<file path="src/rtl/cpu_pkg.sv">
// -----------------------------------------------------------------------------
// cpu_pkg
// Shared CPU front-end definitions: address/instruction widths, the PC
// increment, and the fetch-entry record stored in the fetch queue.
// No ports (package).
// -----------------------------------------------------------------------------
package cpu_pkg;

    localparam int ADDR_W  = 64;
    localparam int INSTR_W = 32;

    localparam logic [ADDR_W-1:0] PC_STEP = 64'd4;

    // One queued fetch: the address it came from and the word returned.
    typedef struct packed {
        logic [ADDR_W-1:0]  pc;
        logic [INSTR_W-1:0] instruction;
    } fetch_entry_t;

    localparam int ENTRY_W = $bits(fetch_entry_t);

endpackage

</file>
<file path="src/rtl/sync_fifo.sv">
// -----------------------------------------------------------------------------
// sync_fifo
// Single-clock circular-buffer FIFO with a synchronous clear. The head entry
// is presented combinationally and reads as zero while empty.
//
// Ports:
//   clk      in   clock, rising edge
//   reset    in   synchronous active-high reset (pointers and count to 0)
//   clear_i  in   synchronous flush; wins over push_i/pop_i in the same cycle
//   push_i   in   write din_i at the tail (ignored when full)
//   din_i    in   WIDTH-bit write data
//   pop_i    in   advance the head (ignored when empty)
//   dout_o   out  head entry, zero when empty
//   count_o  out  occupancy, 0..DEPTH
//
// DEPTH must be a power of two so the pointers wrap by plain overflow.
// -----------------------------------------------------------------------------
module sync_fifo #(
    parameter int WIDTH = 32,
    parameter int DEPTH = 4,
    localparam int PTR_W = (DEPTH > 1) ? $clog2(DEPTH) : 1,
    localparam int CNT_W = PTR_W + 1
) (
    input  logic             clk,
    input  logic             reset,
    input  logic             clear_i,
    input  logic             push_i,
    input  logic [WIDTH-1:0] din_i,
    input  logic             pop_i,
    output logic [WIDTH-1:0] dout_o,
    output logic [CNT_W-1:0] count_o
);

    logic [WIDTH-1:0] mem_q [DEPTH];
    logic [PTR_W-1:0] wr_ptr_q, wr_ptr_d;
    logic [PTR_W-1:0] rd_ptr_q, rd_ptr_d;
    logic [CNT_W-1:0] count_q, count_d;

    logic empty;
    logic full;
    logic push_ok;
    logic pop_ok;

    assign empty   = (count_q == '0);
    assign full    = (count_q == CNT_W'(DEPTH));
    assign push_ok = push_i && !full && !clear_i;
    assign pop_ok  = pop_i && !empty && !clear_i;

    always_comb begin
        wr_ptr_d = wr_ptr_q;
        rd_ptr_d = rd_ptr_q;
        count_d  = count_q;
        if (clear_i) begin
            wr_ptr_d = '0;
            rd_ptr_d = '0;
            count_d  = '0;
        end else begin
            if (push_ok) wr_ptr_d = wr_ptr_q + PTR_W'(1);
            if (pop_ok)  rd_ptr_d = rd_ptr_q + PTR_W'(1);
            case ({push_ok, pop_ok})
                2'b10:   count_d = count_q + CNT_W'(1);
                2'b01:   count_d = count_q - CNT_W'(1);
                default: count_d = count_q;
            endcase
        end
    end

    always_ff @(posedge clk) begin
        if (reset) begin
            wr_ptr_q <= '0;
            rd_ptr_q <= '0;
            count_q  <= '0;
        end else begin
            wr_ptr_q <= wr_ptr_d;
            rd_ptr_q <= rd_ptr_d;
            count_q  <= count_d;
        end
    end

    // Storage is not reset; stale words are never visible because the
    // output is gated by the occupancy count.
    always_ff @(posedge clk) begin
        if (!reset && push_ok) begin
            mem_q[wr_ptr_q] <= din_i;
        end
    end

    assign dout_o  = empty ? '0 : mem_q[rd_ptr_q];
    assign count_o = count_q;

endmodule

</file>
<file path="src/rtl/fetch_queue.sv">
// -----------------------------------------------------------------------------
// fetch_queue
// Instruction fetch unit with a small prefetch queue. Owns the fetch PC,
// issues requests to instruction memory while the queue has room, and
// presents the oldest fetched {pc, instruction} to the IF/ID register.
// A taken branch flushes the queue and redirects the fetch PC.
//
// Ports:
//   clk              in   clock, rising edge
//   reset            in   synchronous active-high reset
//   imem_addr        out  current fetch address
//   imem_req         out  fetch request for imem_addr
//   imem_ready       in   imem_data is valid for imem_addr this cycle
//   imem_data        in   fetched instruction word
//   branch_taken     in   MEM-stage redirect
//   branch_target    in   redirect address (low two bits dropped)
//   deq_ready        in   IF/ID accepts the head entry this cycle
//   out_valid        out  head entry valid
//   out_pc           out  head entry PC (0 when empty)
//   out_instruction  out  head entry instruction (0 when empty)
//   count            out  queue occupancy
//   flush_count      out  only with FETCH_QUEUE_STATS_EN: saturating count
//                         of redirects that discarded at least one entry
//
// Handshakes: a fetch completes on a cycle where imem_req && imem_ready;
// an entry leaves on a cycle where out_valid && deq_ready. Neither side may
// make its completion depend on the other's in the same cycle, and a
// redirect cancels both.
//
// Optional feature macro: FETCH_QUEUE_STATS_EN.
// -----------------------------------------------------------------------------
module fetch_queue
    import cpu_pkg::*;
#(
    parameter int                DEPTH    = 4,
    parameter logic [ADDR_W-1:0] RESET_PC = 64'h0
) (
    input  logic                   clk,
    input  logic                   reset,
    output logic [ADDR_W-1:0]      imem_addr,
    output logic                   imem_req,
    input  logic                   imem_ready,
    input  logic [INSTR_W-1:0]     imem_data,
    input  logic                   branch_taken,
    input  logic [ADDR_W-1:0]      branch_target,
    input  logic                   deq_ready,
    output logic                   out_valid,
    output logic [ADDR_W-1:0]      out_pc,
    output logic [INSTR_W-1:0]     out_instruction,
    output logic [$clog2(DEPTH):0] count
`ifdef FETCH_QUEUE_STATS_EN
    ,
    output logic [31:0]            flush_count
`endif
);

    localparam int CNT_W = $clog2(DEPTH) + 1;

    logic [ADDR_W-1:0] pc_q, pc_d;
    logic              full;
    logic              push;
    logic              pop;
    fetch_entry_t      wr_entry;
    fetch_entry_t      head_entry;
    logic [CNT_W-1:0]  fifo_count;

    // Request only with a free slot available now: a pop in the same cycle
    // does not open a slot for this cycle's fetch.
    assign full     = (fifo_count == CNT_W'(DEPTH));
    assign imem_req = !full && !branch_taken;
    assign push     = imem_req && imem_ready;
    assign pop      = out_valid && deq_ready && !branch_taken;

    assign wr_entry = '{pc: pc_q, instruction: imem_data};

    sync_fifo #(
        .WIDTH (ENTRY_W),
        .DEPTH (DEPTH)
    ) u_fifo (
        .clk     (clk),
        .reset   (reset),
        .clear_i (branch_taken),
        .push_i  (push),
        .din_i   (wr_entry),
        .pop_i   (pop),
        .dout_o  (head_entry),
        .count_o (fifo_count)
    );

    always_comb begin
        pc_d = pc_q;
        if (branch_taken) begin
            pc_d = {branch_target[ADDR_W-1:2], 2'b00};
        end else if (push) begin
            pc_d = pc_q + PC_STEP;
        end
    end

    always_ff @(posedge clk) begin
        if (reset) begin
            pc_q <= RESET_PC;
        end else begin
            pc_q <= pc_d;
        end
    end

    assign imem_addr       = pc_q;
    assign count           = fifo_count;
    assign out_valid       = (fifo_count != '0);
    assign out_pc          = head_entry.pc;
    assign out_instruction = head_entry.instruction;

`ifdef FETCH_QUEUE_STATS_EN
    logic [31:0] flush_count_q, flush_count_d;

    always_comb begin
        flush_count_d = flush_count_q;
        if (branch_taken && out_valid && (flush_count_q != 32'hFFFF_FFFF)) begin
            flush_count_d = flush_count_q + 32'd1;
        end
    end

    always_ff @(posedge clk) begin
        if (reset) begin
            flush_count_q <= '0;
        end else begin
            flush_count_q <= flush_count_d;
        end
    end

    assign flush_count = flush_count_q;
`endif

endmodule

</file>
<file path="config.mk">
export PLATFORM = sky130hd
export DESIGN_NAME = fetch_queue
export DESIGN_NICKNAME = d
export VERILOG_FILES = /design/src/rtl/cpu_pkg.sv /design/src/rtl/sync_fifo.sv /design/src/rtl/fetch_queue.sv
export SDC_FILE = /design/constraint.sdc
export NUM_CORES = 1
export LEC_CHECK = 0
export BUFFER_PORTS_ARGS = -buffer_cell sky130_fd_sc_hd__clkbuf_2
export CAP_MARGIN = 20
export CORE_MARGIN = 2
export CORE_UTILIZATION = 50
export DETAILED_ROUTE_END_ITERATION = 10
export GPL_ROUTABILITY_DRIVEN = 0
export PLACE_DENSITY_LB_ADDON = 0.25
export SYNTH_ARGS = -nofsm -noshare
export SYNTH_HDL_FRONTEND = slang
export SYNTH_SLANG_ARGS = --single-unit
</file>
<file path="constraint.sdc">
create_clock -name clk -period 6 [get_ports clk]
set_input_delay 1.2 -clock clk [delete_from_list [all_inputs] [get_ports clk]]
set_output_delay 1.2 -clock clk [all_outputs]
set_load 0.01 [all_outputs]
</file>
Word-level counts from Yosys, hierarchy flattened

Memory sizes are Yosys's and may differ from the RTL's. A register that Yosys moved wholly into a read port is not among the register bits.
Index checks and enable logic that the tools add are counted.

Bits in writable memories: 384
Flip-flop bits (word level): 71
Input bits: 101
Memories kept: 1

Muxes and demuxes: 8
Equality and inequality tests: 3
Reduce and logical (&&, ||, !) cells: 18
$add $sub $neg: 5

Memory list:

| memory       | depth | width | read ports | clocked after Yosys merged registers in | write ports | line            | text |
|---|---|---|---|---|---|---|---|
| u_fifo.mem_q | 4     | 96    | 1          | 1                                       | 1           | sync_fifo.sv:34 | `logic [WIDTH-1:0] mem_q [DEPTH];` |

Operators by type and width:

| kind                                              | number |
|---|---|
| two-way mux 64 bit                                | 2 |
| two-way mux 96 bit                                | 1 |
| adder 64 x 3 -> 64 bit (second input constant)    | 1 |
| logical AND 1 bit                                 | 9 |
| one-hot mux 3 bit (2 select lines)                | 1 |
| adder 2 x 1 -> 2 bit (second input constant)      | 2 |
| logical NOT 1 bit                                 | 4 |
| two-way mux 2 bit                                 | 2 |
| nonzero test 2 bit                                | 2 |
| adder 3 x 1 -> 3 bit (second input constant)      | 1 |
| == test 3 bit (second input constant)             | 1 |
| logical NOT 3 bit                                 | 1 |
| nonzero test 3 bit                                | 1 |
| subtractor 3 x 1 -> 3 bit (second input constant) | 1 |
| == test 2 x 1 -> 1 bit (second input constant)    | 1 |
| == test 2 bit (second input constant)             | 1 |
| two-way mux 1 bit                                 | 2 |
| OR reduction 2 bit                                | 1 |

Logic depth before layout (Yosys ltp)

Gate-level depths: netlist of run 1.

Depth in word-level cells: 9
Mapped depth: 11
Depth with buffers taken out: 9

Hierarchy

A second synthesis of run 1 with hierarchy kept.

Cells, all modules: 1,159
Area total of the unflattened synthesis: 18,734.2 µm²

By module, submodules not included:

| module      | times used | sequential area each (µm²) | cells each | area an instance (µm²) |
|---|---|---|---|---|
| sync_fifo   | 1          | 11,711.2                   | 663        | 14,985.6 |
| fetch_queue | 1          | 1,241.2                    | 496        | 3,748.6 |

Worst setup path before layout of run 1

Ideal clock, no wire load.

Path kind: input-to-reg
Start point: input reset
End point: memory u_fifo.mem_q[0][0] (netlist name), enable pin
Library setup time: 0.463 ns
Stages: 4
Slack: 1.174 ns
Arrival: 4.363 ns
Cells stage by stage: clkbuf_1 > nor3_1 > clkbuf_1 > and2_1

Cells in the longest elaborated chain, start to end: 4

Ends and longest elaborated chain:

| element                                 | line              | text |
|---|---|---|
| start, declared                         | fetch_queue.sv:39 | `input logic reset,` |
| logical NOT 1 bit                       | sync_fifo.sv:83   | `if (!reset && push_ok) begin` |
| logical AND 1 bit                       | sync_fifo.sv:83   |  |
| two-way mux 1 bit                       | sync_fifo.sv:83   |  |
| two-way mux 1 bit (not written as such) | sync_fifo.sv:84   | `mem_q[wr_ptr_q] <= din_i;` |
| end, declared                           | sync_fifo.sv:34   |  |

Every way passes these cells.

==> flow_metrics.py, run 1 <==
metrics = {
    "run_status": {
        "outcome": "completed",
    },
    "drt": {
        "ant_nets": 0,
        "avgViaCountPerCell": 6.005,
        "first_pass_iters": 6,
        "wirelength_um": 48090,
        "drc": 0,
        "wl_per_cell_um": 23.55,
        "drtIter0Drc": 1003,
        "via_count": 12263,
    },
    "floorplanning": {
        "coreArea_sq_mm": 0.03749,
        "dieArea_sq_mm": 0.03949,
        "io_pins": 266,
        "rows": 71,
        "start_util": 0.5057,
        "die_h_um": 198.7,
        "die_x_um": 198.7,
    },
    "clock_network": {
        "cts_tree": "yes",
        "cts_made_buffers": 47,
        "cts.sinks": 447,
        "cts_hold_buffers": 0,
        "cts_resized": 0,
        "postCtsSetupBuffers": 0,
        "cts_buffer_depth": 3,
        "root_buffer": "clkbuf_16",
        "cts-htree-levels": 2,
        "clkLatencyLatePin_ns": 0.60,
        "cts.clk_slew.worst_paths_ns": 0.06,
    },
    "timing": {
        "slew-limit-headroom": 0.2383,
        "tightest_slew_ns": 1.143,
        "period_minus_slack_ns": 4.017,
        "finalSetupTns_ns": 0,
        "rsz0062_at_grt": "no",
        "max_freq_mhz": 249.0,
        "min_period_over_period": 0.6694,
        "setup_viol": 0,
        "fin_worst_skew_ns": 0.02371,
        "timing.final.max_slew_violations": 0,
        "finalHoldViolCount": 0,
        "whs_ns": 0.5041,
        "worst_slack_ns": 1.983,
    },
    "power_and_ir_drop": {
        "vdd_drop_max_v": 0.0002348,
        "power.total_mw": 6.802,
        "p_leak_nw": 7.674,
        "power_density_mw_per_mm2": 303.8,
    },
    "min_path": {
        "hold_start": "u_fifo.wr_ptr_q[1]",
        "hold_path.class": "reg -> reg",
        "hold_depth": 2,
    },
    "grt": {
        "grt_pass1_vias": 11927,
        "grt_max_degree": 96,
        "grt_pass1_wl_um": 72230,
        "grt_overflow": 0,
        "grtUsageTotal": 0.2460,
        "antenna_found_initial": 6,
    },
    "cells_and_area": {
        "final_area_sq_mm": 0.02239,
        "syn2layout_area_growth_pct": 18.11,
        "final_layout_size_suffix_gt1_frac": 0.3118,
        "fin_nets": 1600,
        "fin_util": 0.5973,
        "stdcell_count": 2042,
    },
    "synth": {
        "synth-seq-area-share": 0.6705,
        "async_flop_share": 0,
        "synth_area_sq_mm": 0.01896,
        "synth_xor_area_frac": 0.004158,
        "synth-edff-count": 376,
        "synth_top_family_by_area": "simple AND/OR/NAND/NOR gates",
        "synth.avg_cell_area_sq_um": 15.30,
        "yosys_most_used_dff": "edfxtp_1",
        "synth_cell_types": 72,
        "synth-seq-cells": 447,
        "yosys_warnings": 0,
        "synthMuxAreaShare": 0.1166,
        "synth_compound_area_frac": 0.05828,
        "synth_cells": 1239,
        "synthAdderAreaFrac": 0.005016,
        "yosys.area_share.simple": 0.1239,
    },
    "worst_setup_path": {
        "worstSetupEndpointType": "primary output",
        "rr_worst_depth": 5,
        "cp-start-kind": "flop",
        "cp.arrival_ns": 2.82,
        "criticalPathCategory": "reg -> out",
        "r2r_start": "u_fifo.count_o[0]",
        "crit_required_ns": 4.80,
        "cp_max_fo": 32,
    },
    "place": {
        "dp_hpwl_um": 29820,
        "placed_cell_area_sq_mm": 0.02078,
        "io_buffers": 259,
        "dp_slack_ns": 2.197,
        "dp_cells": 1953,
    },
    "job": {
        "maxCapViolCount": 0,
    },
}
-- routing by layer --
layer	track usage	routed length (um)
met4	0.06633	997
met2	0.3938	22860
met1	0.3392	20390
met5	0	50
met3	0.05985	3782
-- flip-flops by register name, indices dropped and copies added, names as in the netlist, named ones only --
signal and count:
u_fifo.mem_q 376, imem_addr 62, u_fifo.count_o 3, u_fifo.rd_ptr_q 2, u_fifo.wr_ptr_q 2
-- worst paths after layout --
check	slack (ns)	to
max reg2reg	2.97	u_fifo.mem_q[0][12]
max	1.98	out_pc[54]
min	0.50	u_fifo.wr_ptr_q[1]
min reg2reg	0.50	u_fifo.wr_ptr_q[1]
-- report_power, final --
part / internal (mW) / leakage, nW / switching [mW]
logic: 0.131 / 2.85 / 0.183
registers: 3.42 / 4.05 / 0.0918
clock network: 1.77 / 0.773 / 1.21
-- critical path, cell delays in order, from the launching register on --
cell      delay [ns]
dfxtp_4         0.82
buf_4           0.50
mux4_2          0.56
and2_1          0.19
clkbuf_2        0.13
-- synth_stat cells (10+ instances only) --
master / count / area, sq um
dfxtp_1: 71 / 1421
nor4_1: 19 / 118.9
a21oi_1: 25 / 125.1
clkbuf_1: 54 / 202.7
a31oi_1: 42 / 262.8
o211ai_1: 18 / 135.1
nand4_1: 46 / 287.8
nor2_1: 50 / 187.7
nor3_1: 17 / 85.08
and3_1: 10 / 62.56
edfxtp_1: 376 / 11290
or3_1: 11 / 68.82
o21ai_0: 24 / 120.1
and2_1: 111 / 694.4
nand3_1: 28 / 140.1
or4_1: 16 / 120.1
buf_2: 14 / 70.07
inv_1: 19 / 71.32
nand2_1: 70 / 262.8
mux4_2: 94 / 2117
-- cells by family (layout without fill, tap and decap cells) --
logic type / count (synthesis) / after routing
xor+xnor: 9 / 9
flops: 447 / 447
compound gates: 163 / 163
mux: 103 / 103
buf+inv: 99 / 387
fa+ha+maj: 7 / 7
other cells: 1 / 5
simple gates: 410 / 410
-- final cells by class --
cell class / count / area [sq um]
Sequential cell: 447 / 12720
Timing Repair Buffer: 281 / 1499
Inverter: 19 / 71.32
Tap cell: 511 / 639.4
Clock buffer: 64 / 1280
Multi-Input combinational cell: 696 / 5869
Fill cell: 2955 / 15100
Clock inverter: 23 / 310.3
Antenna cell: 1 / 2.502
-- placed cells by master, fill, tap and decap left out, types with 5 or more instances in the layout --
master	count
a21oi_1	25
a22oi_1	6
a31oi_1	42
and2_1	107
and3_1	10
and4_1	7
buf_4	19
bufinv_16	6
clkbuf_1	13
clkbuf_16	47
clkbuf_2	259
clkinv_2	9
dfxtp_1	69
edfxtp_1	376
ha_1	6
inv_1	18
mux2i_1	7
mux4_2	94
nand2_1	70
nand3_1	28
nand4_1	46
nor2_1	49
nor3_1	17
nor4_1	19
o211ai_1	18
o21ai_0	24
o311ai_0	6
or3_1	10
or4_1	16
xor2_1	5
(Power assumes the default switching activity.)
==> run 2: changes to the inputs <==
==> constraint.sdc (replaced) <==
create_clock -name clk -period 3.3 [get_ports clk]
set_input_delay 0.66 -clock clk [delete_from_list [all_inputs] [get_ports clk]]
set_output_delay 0.66 -clock clk [all_outputs]
set_load 0.01 [all_outputs]
==> run 2 against run 1 <==
Compared with the run above: core utilization rose by 0.43 points; critical path depth shrank 1; critical path type unchanged; die area is the same; setup slack got worse by 1.7 ns; highest routed layer unchanged; first-iteration DRC count rose by 24%; final area increased by 0.72%; routed wire length grew 0.62%; count of clock-buffer cells in the layout up 3.
==> flow_metrics.py, run 2 (same netlist as run 1, synthesis figures left out) <==
metrics = {
    "cells_and_area": {
        "final_area_sq_mm": 0.02255,
        "antenna_cells": 0,
        "final_cell_mix": "edfxtp_1 (376), clkbuf_2 (259), and2_1 (107)",
        "syn2layout_area_growth_pct": 18.95,
        "n_fill_cell": 2953,
        "fin_nets": 1618,
        "top_register": "u_fifo.mem_q",
        "layout_commonest_cell": "edfxtp_1",
        "largest_reg_flops": 376,
        "stdcell_count": 2057,
        "final_layout_size_suffix_gt1_frac": 0.3137,
    },
    "timing": {
        "timing.final.max_slew_violations": 0,
        "finalSetupTns_ns": 0,
        "slew-limit-headroom": 0.3192,
        "max_freq_mhz": 331.0,
        "tightest_slew_ns": 1.021,
        "fin_worst_skew_ns": 0.01859,
        "finalHoldViolCount": 0,
        "rsz0062_at_grt": "no",
        "period_minus_slack_ns": 3.021,
        "setup_viol": 0,
        "whs_ns": 0.3041,
        "min_period_over_period": 0.9156,
    },
    "worst_setup_path": {
        "cpLargestDelayFamily": "simple AND/OR/NAND/NOR gates",
        "cp.depth": 3,
        "cpMaxStageDelayCell": "or3_4",
        "worstSetupEndpointType": "primary output",
        "crit_required_ns": 2.64,
        "path_cells": "or3_4 -> and2_1 -> clkbuf_2",
        "cp-start-kind": "flop",
        "crit_start": "u_fifo.count_o[0]",
        "r2r-end": "imem_addr[49]",
        "r2r_start": "imem_addr[25]",
        "critPathCapture": "out_pc[15]",
        "cp_num_buf_inv": 1,
        "r2r_setup_slack_ns": 0.61,
        "rr_worst_depth": 5,
        "cp.arrival_ns": 2.36,
        "criticalPathCategory": "reg -> out",
        "critPathMaxStageDelay_ns": 0.85,
        "cp_max_fo": 95,
    },
    "job": {
        "maxCapViolCount": 0,
    },
    "place": {
        "dp_cells": 1972,
        "io_buffers": 259,
        "dp_hpwl_um": 30570,
        "placed_cell_area_sq_mm": 0.02107,
    },
    "clock_network": {
        "cts_tree": "yes",
        "cts_buffer_depth": 3,
        "cts.clk_slew.worst_paths_ns": 0.06,
        "clkLatencyLatePin_ns": 0.58,
        "cts_made_buffers": 46,
        "cts.sinks": 447,
        "root_buffer": "clkbuf_16",
        "cts-htree-levels": 2,
        "cts_resized": 0,
    },
    "drt": {
        "avgViaCountPerCell": 6.011,
        "wl_per_cell_um": 23.52,
        "ant_nets": 0,
        "first_pass_iters": 5,
        "wirelength_um": 48380,
        "via_count": 12364,
        "drtIter0Drc": 1245,
        "drc": 0,
    },
    "floorplanning": {
        "die_x_um": 198.7,
        "rows": 71,
        "die_h_um": 198.7,
        "dieArea_sq_mm": 0.03949,
        "coreArea_sq_mm": 0.03749,
        "start_util": 0.5057,
        "io_pins": 266,
    },
    "power_and_ir_drop": {
        "power.total_mw": 12.01,
        "p_leak_nw": 7.740,
        "power_density_mw_per_mm2": 532.8,
        "vdd_drop_max_v": 0.0003826,
    },
    "grt": {
        "grt_pass1_wl_um": 72260,
        "antenna_found_initial": 3,
        "grt_pass1_vias": 12059,
        "grtUsageTotal": 0.2456,
        "grt_overflow": 0,
        "grt_max_degree": 96,
    },
    "min_path": {
        "hold_path.class": "in -> reg",
    },
    "run_status": {
        "outcome": "completed",
    },
}
## run 2: changes by cell type in the layout (fill, tap and decap cells not counted), sizes merged
cell    previous run  this run
buf               22        41
bufinv             6         3
clkbuf           323       326
clkinv            13         9
diode              1         0
inv               20        21
## run 2: per-stage QoR
step	util	setup WS, ns
3_5_place_dp	0.5621	0.5729
2_1_floorplan	-	0.04470
4_1_cts	0.6008	0.06080
3_3_place_gp	0.5621	0.6337
6_report	0.6016	0.2786
5_1_grt	0.6016	0.06050
## run 2: per-layer routing
metal,global-route usage,vias to the layer above,share of wire
met3,0.05748,85,0.089
met2,0.3833,553,0.47
li1,-,5491,-
met5,0,-,0.00085
met4,0.06882,6,0.023
met1,0.3481,6229,0.42
## run 2: final cells by class
type	count	area, sq um	area share
flip-flops and latches	447	12720	0.5640
multi-input cells	696	5869	0.2603
repair buffers	300	1799	0.07978
clock buffers	67	1271	0.05637
well taps	511	639.4	0.02835
clock inverters	17	181.4	0.008045
inverters	19	71.32	0.003162
## run 2: how the worst min path moves through the flow
| stage | endpoint | slack, ns | startpoint | depth (start not counted) |
|---|---|---|---|---|
| finish | u_fifo.mem_q[1][0] | 0.30 | imem_data[0] | 1 |
| global route | u_fifo.mem_q[0][6] | 0.28 | imem_data[6] | 1 |
| CTS | u_fifo.mem_q[3][11] | 0.26 | imem_data[11] | 1 |
| detailed placement | u_fifo.wr_ptr_q[1] | 0.51 | u_fifo.wr_ptr_q[1] | 2 |
| global placement | u_fifo.wr_ptr_q[1] | 0.48 | u_fifo.wr_ptr_q[1] | 2 |
| floorplan | u_fifo.wr_ptr_q[1] | 0.47 | u_fifo.wr_ptr_q[1] | 2 |
## run 2: where the power goes
group / total [mW] / internal (mW) / leakage (nW) / switching (mW)
Sequential: 6.37 / 6.22 / 4.05 / 0.156
Clock: 5.04 / 2.92 / 0.698 / 2.12
Combinational: 0.602 / 0.252 / 2.99 / 0.349
Total: 12.0 / 9.39 / 7.74 / 2.63
## run 2: repair_timing
action	CTS	global route
endpoints found under the setup margin	0	2
setup buffers	0	1
hold buffers	0	0
==> run 3: changes to the inputs <==
--- a/config.mk
+++ b/config.mk
@@ -5,10 +5,11 @@
 export SDC_FILE = /design/constraint.sdc
 export NUM_CORES = 1
 export LEC_CHECK = 0
+export ABC_AREA = 1
 export BUFFER_PORTS_ARGS = -buffer_cell sky130_fd_sc_hd__clkbuf_2
 export CAP_MARGIN = 20
 export CORE_MARGIN = 2
-export CORE_UTILIZATION = 50
+export CORE_UTILIZATION = 40
 export DETAILED_ROUTE_END_ITERATION = 10
 export GPL_ROUTABILITY_DRIVEN = 0
 export PLACE_DENSITY_LB_ADDON = 0.25
==> run 3 against run 2 <==
Compared with the run above: largest power group unchanged; sequential cell count stayed put; synthesized area grew 2.7%; sequential share of layout area is 1.6 points lower; via count up 21%; clock skew shrank 0.0035 ns; non-clock buffer count shrank 3; global-route usage decreased by 2.5 points.
==> flow_metrics.py, run 3 <==
metrics = {
    "run_status": {
        "outcome": "completed",
    },
    "clock_network": {
        "cts-htree-levels": 2,
        "cts_buffer_depth": 3,
        "clkLatencyLatePin_ns": 0.58,
        "cts_made_buffers": 48,
        "cts.sinks": 447,
        "cts.clk_slew.worst_paths_ns": 0.06,
        "postCtsSetupBuffers": 0,
        "root_buffer": "clkbuf_16",
        "cts_tree": "yes",
        "cts_hold_buffers": 0,
    },
    "synth": {
        "synth-seq-cells": 447,
        "synth-seq-area-share": 0.6532,
        "synth_most_common_cell": "nor2_1",
        "yosys_warnings": 0,
        "synth.area.top_cells": "edfxtp_1 (58%), nor2_1 (9.3%), dfxtp_1 (7.3%)",
        "post-synth-top-area-cell": "edfxtp_1",
        "synth_cell_types": 36,
        "synth.avg_cell_area_sq_um": 10.19,
        "synth-edff-count": 376,
        "synth_cells": 1909,
        "async_flop_share": 0,
        "synth_area_sq_mm": 0.01946,
        "yosys_most_used_dff": "edfxtp_1",
        "synth_commonest_cells": "nor2_1 (480), edfxtp_1 (376), nand2_1 (220), o21ai_0 (205), a21oi_1 (130)",
        "synth_top_cell_area_share": 0.5802,
    },
    "cells_and_area": {
        "syn2layout_area_growth_pct": 19.21,
        "seqCellArea_sq_mm": 0.01272,
        "final_cell_mix": "nor2_1 (476), edfxtp_1 (376), clkbuf_2 (259)",
        "final_layout_size_suffix_gt1_frac": 0.1882,
        "largest_reg_flops": 376,
        "multiInputGateArea_sq_mm": 0.006010,
        "n_fill_cell": 4376,
        "fin_nets": 2268,
        "layout_commonest_cell": "nor2_1",
        "final_area_sq_mm": 0.02320,
        "top_register": "u_fifo.mem_q",
    },
    "timing": {
        "fin_worst_skew_ns": 0.01510,
        "min_period_over_period": 0.9488,
        "whs_ns": 0.2948,
        "finalHoldViolCount": 0,
        "finalSetupTns_ns": 0,
        "period_minus_slack_ns": 3.131,
        "rsz0062_at_grt": "no",
        "slew-limit-headroom": 0.4494,
        "tightest_slew_ns": 0.8260,
        "timing.final.max_slew_violations": 0,
        "max_freq_mhz": 319.4,
        "worst_slack_ns": 0.1688,
        "setup_viol": 0,
    },
    "grt": {
        "grtUsageTotal": 0.2203,
        "grt_pass1_wl_um": 84210,
        "antenna_found_initial": 4,
        "grt_pass1_vias": 14096,
        "grt_max_degree": 105,
        "grt_overflow": 0,
    },
    "worst_setup_path": {
        "critPathMaxStageDelay_ns": 0.55,
        "cp-start-kind": "flop",
        "path_cells": "inv_4 -> buf_6 -> o21ai_0 -> a21oi_1 -> clkbuf_2",
        "cp.arrival_ns": 2.47,
        "criticalPathCategory": "reg -> out",
        "worstSetupEndpointType": "primary output",
        "crit_required_ns": 2.64,
        "cpMaxStageDelayCell": "buf_6",
        "cp_max_fo": 104,
    },
    "drt": {
        "wl_per_cell_um": 20.00,
        "via_count": 14899,
        "drtIter0Drc": 1161,
        "drc": 0,
        "wirelength_um": 56390,
        "first_pass_iters": 5,
        "ant_nets": 0,
        "avgViaCountPerCell": 5.285,
    },
    "power_and_ir_drop": {
        "internal_power_mw": 9.745,
        "power.total_mw": 12.56,
        "comb_power_share": 0.058,
        "p_switching_mw": 2.817,
        "vdd_drop_max_v": 0.0003708,
        "p_leak_nw": 8.534,
        "p_sw_frac": 0.2242,
        "pwr-share-clk": 0.434,
        "p_seq_frac": 0.508,
        "power_density_mw_per_mm2": 541.5,
    },
    "job": {
        "maxCapViolCount": 0,
    },
    "floorplanning": {
        "io_pins": 266,
        "rows": 80,
        "die_h_um": 224.6,
        "die_x_um": 224.6,
        "coreArea_sq_mm": 0.04785,
        "dieArea_sq_mm": 0.05043,
        "start_util": 0.4067,
    },
    "place": {
        "dp_slack_ns": 0.5041,
        "io_buffers": 259,
        "dp_hpwl_um": 35730,
        "placed_cell_area_sq_mm": 0.02156,
    },
    "min_path": {
        "hold_path.class": "in -> reg",
    },
}
==> run 3: changes by cell type after synthesis, sizes merged, moves of 34 or more <==
cell   before  now
a21oi      26  130
a22oi       6   43
and2      111    2
inv        19   91
mux4       94    0
nand2      70  228
nand3      30   64
nand4      48   13
nor2       50  498
o21ai      24  222
==> run 3: layout make-up <==
cell class,instances,area share
well taps,615,0.03317
multi-input cells,1275,0.2590
repair buffers,297,0.07443
diodes,4,0.0004315
inverters,91,0.01489
clock buffers,69,0.06003
clock inverters,21,0.009762
flip-flops and latches,447,0.5483
==> run 3: repair_timing <==
action,CTS,global route
pin swaps,0,0
resized for setup,1,1
endpoints found under the setup margin,6,1
==> run 3: per-stage QoR <==
stage,utilization,std cells
global route,0.4849,2819
detailed placement,0.4507,2725
CTS,0.4846,2815
global placement,0.4507,2725
finish,0.4849,2819
floorplan,-,1912
==> run 3: critical path, delay by kind of cell, from the launching register on <==
family	cells	cell delay, ns
DFF	1	0.46
AOI/OAI and AO/OA	2	0.49
buffers and inverters	3	0.84
==> run 3: kinds of logic after synthesis <==
logic type / after synthesis / synth area share
AND/OR/NAND/NOR: 812 / 0.1717
XOR/XNOR: 26 / 0.01170
AO/OA/AOI/OAI: 426 / 0.1179
adder cells (fa/ha/maj): 7 / 0.004886
other: 1 / 0.0001927
buffers and inverters: 190 / 0.04038
flip-flops: 447 / 0.6532
==> run 3: routing by layer <==
layer	global-route usage	up-vias	wire length (um)	part of all wire
li1	-	7100	-	-
met1	0.3110	7199	25390	0.45
met2	0.3476	504	26190	0.46
met3	0.02848	96	3010	0.053
met4	0.08502	0	1797	0.032
met5	0	-	0	0
==> run 3: power by group through the flow <==
stage | clock network (mW) | logic, mW | registers, mW
floorplan | 0 | 0.351 | 6.48
global placement | 0 | 0.723 | 6.49
detailed placement | 0 | 0.734 | 6.50
CTS | 5.57 | 0.738 | 6.38
global route | 5.76 | 0.803 | 6.39
finish | 5.45 | 0.731 | 6.38
==> run 3: worst paths after layout <==
check	start	to	slack, ns	cells past startpoint
min reg2reg	u_fifo.rd_ptr_q[1]	flop	0.46	2
max	flop	out_pc[55]	0.17	5
max reg2reg	u_fifo.count_o[0]	u_fifo.mem_q[2][1]	0.88	7
min	imem_data[26]	u_fifo.mem_q[1][26]	0.29	1
